==> config.mk <==
export PLATFORM = sky130hd
export DESIGN_NAME = decim_integrate_dump
export DESIGN_NICKNAME = d
export VERILOG_FILES = /design/src/rtl/decim_integrate_dump_pkg.sv /design/src/rtl/ce_divider.sv /design/src/rtl/decim_integrate_dump.sv
export SDC_FILE = /design/constraint.sdc
export NUM_CORES = 1
export LEC_CHECK = 0
export ABC_CLOCK_PERIOD_IN_PS = 3500
export CORE_ASPECT_RATIO = 0.75
export CORE_MARGIN = 1
export CORE_UTILIZATION = 57
export CTS_CLUSTER_SIZE = 20
export DETAILED_ROUTE_END_ITERATION = 8
export GPL_TIMING_DRIVEN = 0
export PLACE_DENSITY = 0.81
export SYNTH_ARGS = -nofsm -noshare
export SYNTH_HDL_FRONTEND = slang
export SYNTH_HIERARCHICAL = 1
export SYNTH_SLANG_ARGS = --single-unit
==> constraint.sdc <==
create_clock -name clk -period 3.5 [get_ports clk]
set_clock_uncertainty 0.05 [all_clocks]
set_input_delay 0.35 -clock clk [delete_from_list [all_inputs] [get_ports clk]]
set_output_delay 0.35 -clock clk [all_outputs]
set_load 0.01 [all_outputs]
==> src/rtl/decim_integrate_dump_pkg.sv <==
// Shared downmixer rate defaults and width helpers, common to the front filter and the decimator.
package decim_integrate_dump_pkg;

    localparam int DEF_SYS_CLK_FREQ = 6_400_000;
    localparam int DEF_MIXING_FREQ  = 320_000;
    localparam int DEF_DEMOD_FREQ   = 16_000;

    // Accumulator wide enough that r full-scale samples cannot overflow.
    function automatic int acc_width(input int data_width, input int r);
        return data_width + $clog2(r);
    endfunction

endpackage

==> src/rtl/ce_divider.sv <==
// Free-running clock-enable divider: ce is high for one clk every DIV clocks; clr restarts the phase.
module ce_divider #(
    parameter int DIV = 20
) (
    input  logic clk,
    input  logic rst,
    input  logic clr,
    output logic ce
);

    localparam int CW = (DIV > 1) ? $clog2(DIV) : 1;

    logic [CW-1:0] div_cnt;

    always_ff @(posedge clk or negedge rst) begin
        if (!rst) begin
            div_cnt <= '0;
        end else if (clr || div_cnt == CW'(DIV - 1)) begin
            div_cnt <= '0;
        end else begin
            div_cnt <= div_cnt + CW'(1);
        end
    end

    assign ce = (div_cnt == CW'(DIV - 1));

endmodule

==> src/rtl/decim_integrate_dump.sv <==
// Integrate-and-dump decimator: sums R input samples, emits one scaled, saturated sample per frame.
module decim_integrate_dump
    import decim_integrate_dump_pkg::*;
#(
    parameter int DATA_WIDTH   = 16,
    parameter int SYS_CLK_FREQ = DEF_SYS_CLK_FREQ,
    parameter int MIXING_FREQ  = DEF_MIXING_FREQ,
    parameter int DEMOD_FREQ   = DEF_DEMOD_FREQ,
    parameter int SHIFT        = 4
) (
    input  logic                         clk,
    input  logic                         rst,
    input  logic                         start,
    input  logic signed [DATA_WIDTH-1:0] sample_in,
    output logic signed [DATA_WIDTH-1:0] sample_out,
    output logic                         out_valid,
    output logic                         sat
);

    localparam int DIV       = SYS_CLK_FREQ / MIXING_FREQ;
    localparam int R         = MIXING_FREQ / DEMOD_FREQ;
    localparam int ACC_WIDTH = acc_width(DATA_WIDTH, R);
    localparam int CNT_W     = (R > 1) ? $clog2(R) : 1;

    localparam logic signed [ACC_WIDTH-1:0] MAX_S =
        {{(ACC_WIDTH-DATA_WIDTH+1){1'b0}}, {(DATA_WIDTH-1){1'b1}}};
    localparam logic signed [ACC_WIDTH-1:0] MIN_S =
        {{(ACC_WIDTH-DATA_WIDTH+1){1'b1}}, {(DATA_WIDTH-1){1'b0}}};

    logic                         ce;
    logic                         clr;
    logic                         sample_en;
    logic [CNT_W-1:0]             dec_cnt;
    logic signed [ACC_WIDTH-1:0]  acc;
    logic signed [ACC_WIDTH-1:0]  sum;
    logic signed [ACC_WIDTH-1:0]  scaled;
    logic signed [DATA_WIDTH-1:0] dump_val;
    logic                         dump_sat;

    assign clr       = ~start;
    assign sample_en = ce && start;

    ce_divider #(.DIV(DIV)) u_ce (
        .clk (clk),
        .rst (rst),
        .clr (clr),
        .ce  (ce)
    );

    // Scale with floor rounding, then clamp to the output range.
    always_comb begin
        sum      = acc + {{(ACC_WIDTH-DATA_WIDTH){sample_in[DATA_WIDTH-1]}}, sample_in};
        scaled   = sum >>> SHIFT;
        dump_val = scaled[DATA_WIDTH-1:0];
        dump_sat = 1'b0;
        if (scaled > MAX_S) begin
            dump_val = MAX_S[DATA_WIDTH-1:0];
            dump_sat = 1'b1;
        end else if (scaled < MIN_S) begin
            dump_val = MIN_S[DATA_WIDTH-1:0];
            dump_sat = 1'b1;
        end
    end

    always_ff @(posedge clk or negedge rst) begin
        if (!rst) begin
            dec_cnt    <= '0;
            acc        <= '0;
            sample_out <= '0;
            out_valid  <= 1'b0;
            sat        <= 1'b0;
        end else begin
            out_valid <= 1'b0;
            sat       <= 1'b0;
            if (!start) begin
                dec_cnt <= '0;
                acc     <= '0;
            end else if (sample_en) begin
                if (dec_cnt == CNT_W'(R - 1)) begin
                    sample_out <= dump_val;
                    sat        <= dump_sat;
                    out_valid  <= 1'b1;
                    acc        <= '0;
                    dec_cnt    <= '0;
                end else begin
                    acc     <= sum;
                    dec_cnt <= dec_cnt + CNT_W'(1);
                end
            end
        end
    end

endmodule
---- Yosys cells after proc, flatten, opt, wreduce, memory -nomap -nowiden ----
Cells that the tools add are included.
operators by class
  multipliers ............................. 0
  $lt $le $gt $ge ......................... 2
  multiplexer cells ....................... 17
  add/subtract/negate cells ............... 3
  reductions and logical operators ........ 3
  eq/ne operators ......................... 3
  shifts and indexed selects .............. 0
  bitwise gates (word level) .............. 1
  div/mod/pow operators ................... 0
operator list
  operator                                                       count
  2-to-1 mux 21 bit                                              3
  2-to-1 mux 16 bit                                              2
  adder 21 bit                                                   1
  2-to-1 mux 5 bit                                               4
  > comparator 17 x 16 -> 1 bit (second input constant)          1
  less-than comparator 17 x 16 -> 1 bit (second input constant)  1
  adder 5 x 1 -> 5 bit (second input constant)                   2
  equality test 5 bit (second input constant)                    2
  2-to-1 mux 1 bit                                               8
  AND reduction 3 bit                                            1
  inequality test 2 x 1 -> 1 bit (second input constant)         1
  logical AND 1 bit                                              1
  logical OR 1 bit                                               1
  NOT 1 bit                                                      1
storage, ports and cells
  bits in writable memories ............... 0
  register bits after elaboration ......... 49
  bits in latches ......................... 0
  logic and storage cells ................. 35
  memories ................................ 0
  output and inout port bits .............. 18
  input bits .............................. 19
  memory bits (read-only) ................. 0

---- Logic depth before layout (Yosys ltp) ----
Gate-level depths: netlist of run 1.
  depth after elaboration ................. 7
  depth in mapped cells ................... 12
  gate-level depth less buffers ........... 11

---- Modules after synthesis ----
The synthesis of run 1 kept the hierarchy.
modules (own cells, without submodules)
  module                cells an instance  times used  seq. area each (µm²)  area each (µm²)
  decim_integrate_dump  317                1           1101.1                2990.4
  ce_divider            22                 1           125.1                 245.2

---- Worst setup path after synthesis of run 1 ----
No wires, ideal clock.
  kind .................................... input-to-reg
  start point ............................. in sample_in[0]
  end point ............................... reg sample_out[6]
  setup time .............................. 0.092 ns
  required time ........................... 3.358 ns
  path buffers ............................ 1
  stages .................................. 12
  arrival ................................. 2.354 ns
  slack ................................... 1.004 ns
  path through ............................ ha_1 -> inv_1 -> fa_1 -> nor2b_4 -> o31ai_2 -> a211oi_2 -> o21a_4 -> nand4_1 -> o211ai_4 -> buf_4 -> nor2_1 -> o31ai_2
between the ends
  cells in the longest elaborated chain, start to end .. 4
  elaborated cells on any way between the ends .. 5
  those cells by class .................... 1 x add/sub; 2 x order compare; 2 x mux
RTL lines
  element                                line                        source
  start: declaration                     decim_integrate_dump.sv:14  input logic signed [DATA_WIDTH-1:0] sample_in,
  adder 21 bit *                         decim_integrate_dump.sv:52  sum = acc + {{(ACC_WIDTH-DATA_WIDTH){sample_in[DATA_WIDTH-1]}}, sample_in};
  less-than comparator 17 x 16 -> 1 bit  decim_integrate_dump.sv:59  end else if (scaled < MIN_S) begin
  2-to-1 mux 16 bit                      decim_integrate_dump.sv:59
  2-to-1 mux 16 bit *                    decim_integrate_dump.sv:56  if (scaled > MAX_S) begin
  end signal: assignment                 decim_integrate_dump.sv:80  sample_out <= dump_val;
  end: declaration                       decim_integrate_dump.sv:15  output logic signed [DATA_WIDTH-1:0] sample_out,
Mark *: on every way between the ends. The rest lies on a longest branch, timed or not.
A chain may end at the register's enable or synchronous reset.

---- Worst setup path in the final report of run 1 ----
  start point ............................. in sample_in[6]
  end point ............................... reg sample_out[3]
Same word-level chain as after synthesis.

==> out/summary.txt, run 1 <==
status: finished clean
sequential share of the synthesized area: 37.90%
Synthesis Warnings: 6
Placement Setup Slack: 0.2044 ns
Avg Inst Size Synth: 9.545 µm²
share of layout cells above drive strength 1: 12.21%
clk slew on worst S/H paths: 0.09 ns
worst-skew pair later-pin latency: 0.31 ns
CTS buffer count: 5
Initial DRT Pass Iterations: 4
worst endpoint data arrival time: 3.17 ns
initial DRC count: 153
worst vdd ir: 0.1977 mV
CTS Hold Bufs: 1
Simple-Gate Fraction of Synth Area: 16.82%
Hold Violations, Final: 0
CTS sink cnt: 49
ys async rst share: 100.0%
number of synthesized flops with an enable pin: 0
Yosys cell types: 57
total number of vias: 2724
power per cell area: 300.4 nW/µm²
period utilization: 85.77%
Row Count: 23
global-route wire length before repair: 12480 µm
Max Fclk: 333.1 MHz
Post-Synth XOR/XNOR Area: 4.872%
Post-Route WL: 7358 µm
post-synth top area share: 37.90%
Worst Path Class, Setup: in2reg
TNS Setup: 0 ns
H-tree depth: 2
mux cell area share after synthesis: 0.6574%
final setup vio count: 0
Startpoint Class: primary input
I/O Buffers: 36
maximum fanout along the worst path: 10
static leakage: 1.749 nW
class of the tightest hold or removal check: reg2reg
largest net degree at the start of global routing: 35
antenna-violating nets left: 0
normalized max-slew margin: 63.14%
Post-Synthesis Cell Area: 3236 µm²
critical path required time: 3.67 ns
Main synth FF type: dfrtp_1
Routed WL per cell: 16.00 µm
CORE AREA: 5410 µm²
initial core utilization: 59.81%
syn_nets: 381
Root Buffer: clkbuf_8
MaxCap Viol Count: 0
Area Growth Syn to Fin: 18.52%
Final WS setup: 0.4980 ns
Total Nets Final: 426
Synth Area in Compound Gates: 26.84%
Chip Width: 89 µm
Setup Buffers After CTS: 0
Adder-Cell Fraction of Synth Area: 9.126%
Slew Viols, Final: 0
CTS resizes: 0
Worst setup EP type: flip-flop
area used by multi-input combinational logic: 1887 µm²
vias in the first global route: 2584
DIE AREA: 5985 µm²
HPWL Detailed: 5505 µm
Synth area leaders: dfrtp_1, ha_1, a22o_1
RD Place Congestion: 0.8536
largest family of logic cells by synthesized area: compound AO/OA/AOI/OAI gates
DR vias/cell: 5.922
chip height: 67.25 µm
RSZ-0062 raised after global routing: false
Syn Inst Count: 339
# fillers: 424
grt ovf: 0
total area of sequential cells: 1226 µm²
Seq cells post-synth: 49
clk buf depth: 2
Worst Max-Slew Pin Slew: 0.5518 ns
DRC viols: 0
# IOs: 37
TritonCTS clock tree: yes
biggest area consumer among synthesized cells: dfrtp_1
Total Routing Usage GR: 27.84%
crit path time final: 3.002 ns
Ant. Diodes: 0
initial antenna violation count: 0
-- layer usage --
layer  GRT usage [%]  vias up  wire length [µm]  share of wire [%]
li1                -     1328                 -                  -
met4           7.937        0                73               0.99
met5               0        -                 0                  0
met2           44.90       68              3455                 47
met1           39.37     1321              3511                 48
met3           3.912        7               317                4.3
-- cell usage after synthesis, types with 2 or more instances --
cell	instances
a31oi_1	4
nor3_1	8
and3_1	4
a21oi_1	27
xor2_1	12
buf_2	2
o21ai_2	2
ha_1	22
a21oi_2	8
nor2b_1	5
o2111ai_1	2
clkbuf_1	7
a21o_1	3
or3_1	2
nor2_1	25
nand3_1	5
nand4_1	6
o31ai_2	8
buf_6	4
nand3b_1	2
o21a_1	3
o21bai_1	5
xnor2_1	6
inv_1	8
and2_1	3
o31ai_1	3
o21ai_1	9
o21ai_0	14
dfrtp_1	49
a22o_1	17
nand2_1	38
-- final timing paths --
path,startpoint,endpoint,slack [ns],cells past startpoint
min reg2reg,u_ce/div_cnt[0]$_DFF_PN0_,u_ce/div_cnt[0]$_DFF_PN0_,0.43,1
min in group asynchronous,rst,acc[19]$_DFFE_PN0P_,0.46,2
max in group asynchronous,rst,sample_out[3]$_DFFE_PN0P_,2.42,3
min,u_ce/div_cnt[0]$_DFF_PN0_,u_ce/div_cnt[0]$_DFF_PN0_,0.43,1
max,sample_in[6],sample_out[3]$_DFFE_PN0P_,0.50,12
max reg2reg,acc[6]$_DFFE_PN0P_,sample_out[3]$_DFFE_PN0P_,0.62,11
-- flip-flops by register name, summed over array words and instances (netlist names) --
| name | count |
|---|---|
| acc | 21 |
| u_ce/div_cnt | 5 |
| dec_cnt | 5 |
| sat | 1 |
| sample_out | 16 |
| out_valid | 1 |
-- logic make-up (layout without fill, tap and decap cells) --
kind of cell             Yosys count  count (layout)
AO/OA/AOI/OAI                    115             115
AND/OR/NAND/NOR                  109             109
flip-flops                        49              49
adder cells (fa/ha/maj)           23              23
buffers and inverters             23              69
XOR/XNOR                          18              18
multiplexers                       2               2
-- power breakdown --
| part | total (W) | switching [W] | leakage (nW) | internal [W] |
|---|---|---|---|---|
| logic | 0.000150 | 0.0000882 | 1.01 | 0.0000614 |
| clock network | 0.000431 | 0.000199 | 0.0574 | 0.000233 |
| registers | 0.000571 | 0.00000248 | 0.682 | 0.000568 |
| total | 0.00115 | 0.000290 | 1.75 | 0.000862 |
-- through the flow --
| step | util, % | instance area [µm²] | power (W) | std cells | hold slack, ns |
|---|---|---|---|---|---|
| after global placement | 68.20 | 3690 | 0.0007247 | 450 | 0.4041 |
| after CTS | 70.88 | 3835 | 0.001168 | 460 | 0.4298 |
| after detailed placement | 68.48 | 3705 | 0.0007300 | 451 | 0.2608 |
| after floorplan | - | 3236 | 0.0006721 | 339 | 0.004409 |
| final | 70.88 | 3835 | 0.001152 | 460 | 0.4274 |
| after global routing | 70.88 | 3835 | 0.001198 | 460 | 0.4722 |
-- layout by cell type (no fill, tap or decap), types with 2 or more instances in the layout --
cell              n
a21o_1            3
a21oi_1          27
a21oi_2           8
a22o_1           17
a31oi_1           4
and2_1            3
and3_1            4
buf_2             3
buf_6             4
clkbuf_1          7
clkbuf_8          6
clkdlybuf4s50_1  35
dfrtp_1          49
ha_1             22
inv_1             8
nand2_1          38
nand3_1           5
nand3b_1          2
nand4_1           6
nor2_1           25
nor2b_1           5
nor3_1            8
o2111ai_1         2
o21a_1            3
o21ai_0          14
o21ai_1           9
o21ai_2           2
o21bai_1          5
o31ai_1           3
o31ai_2           8
or3_1             2
xnor2_1           6
xor2_1           12
-- critical path, cell delays in order --
cell,delay [ns]
clkdlybuf4s50_1,0.44
ha_1,0.36
a21oi_1,0.20
o21ai_1,0.12
or3_1,0.33
o21ai_2,0.29
mux2i_1,0.26
and2_1,0.24
buf_6,0.15
buf_6,0.15
a21oi_2,0.07
o31ai_2,0.22
-- layout make-up --
| cell class | instances | share of cell area (%) |
|---|---|---|
| well taps | 75 | 2.447 |
| clock buffers | 6 | 2.153 |
| inverters | 9 | 0.8809 |
| repair buffers | 38 | 10.05 |
| multi-input cells | 267 | 49.20 |
| clock inverters | 2 | 0.9788 |
| plain buffers | 14 | 2.316 |
| flip-flops and latches | 49 | 31.97 |
Power figures use the tool's default switching activity.
==> run 2, diff against run 1 <==
CTS_CLUSTER_DIAMETER = 80   (was unset)
==> results of run 2 <==
Same layout as run 1: the final DEF is identical, and so are final timing and power.
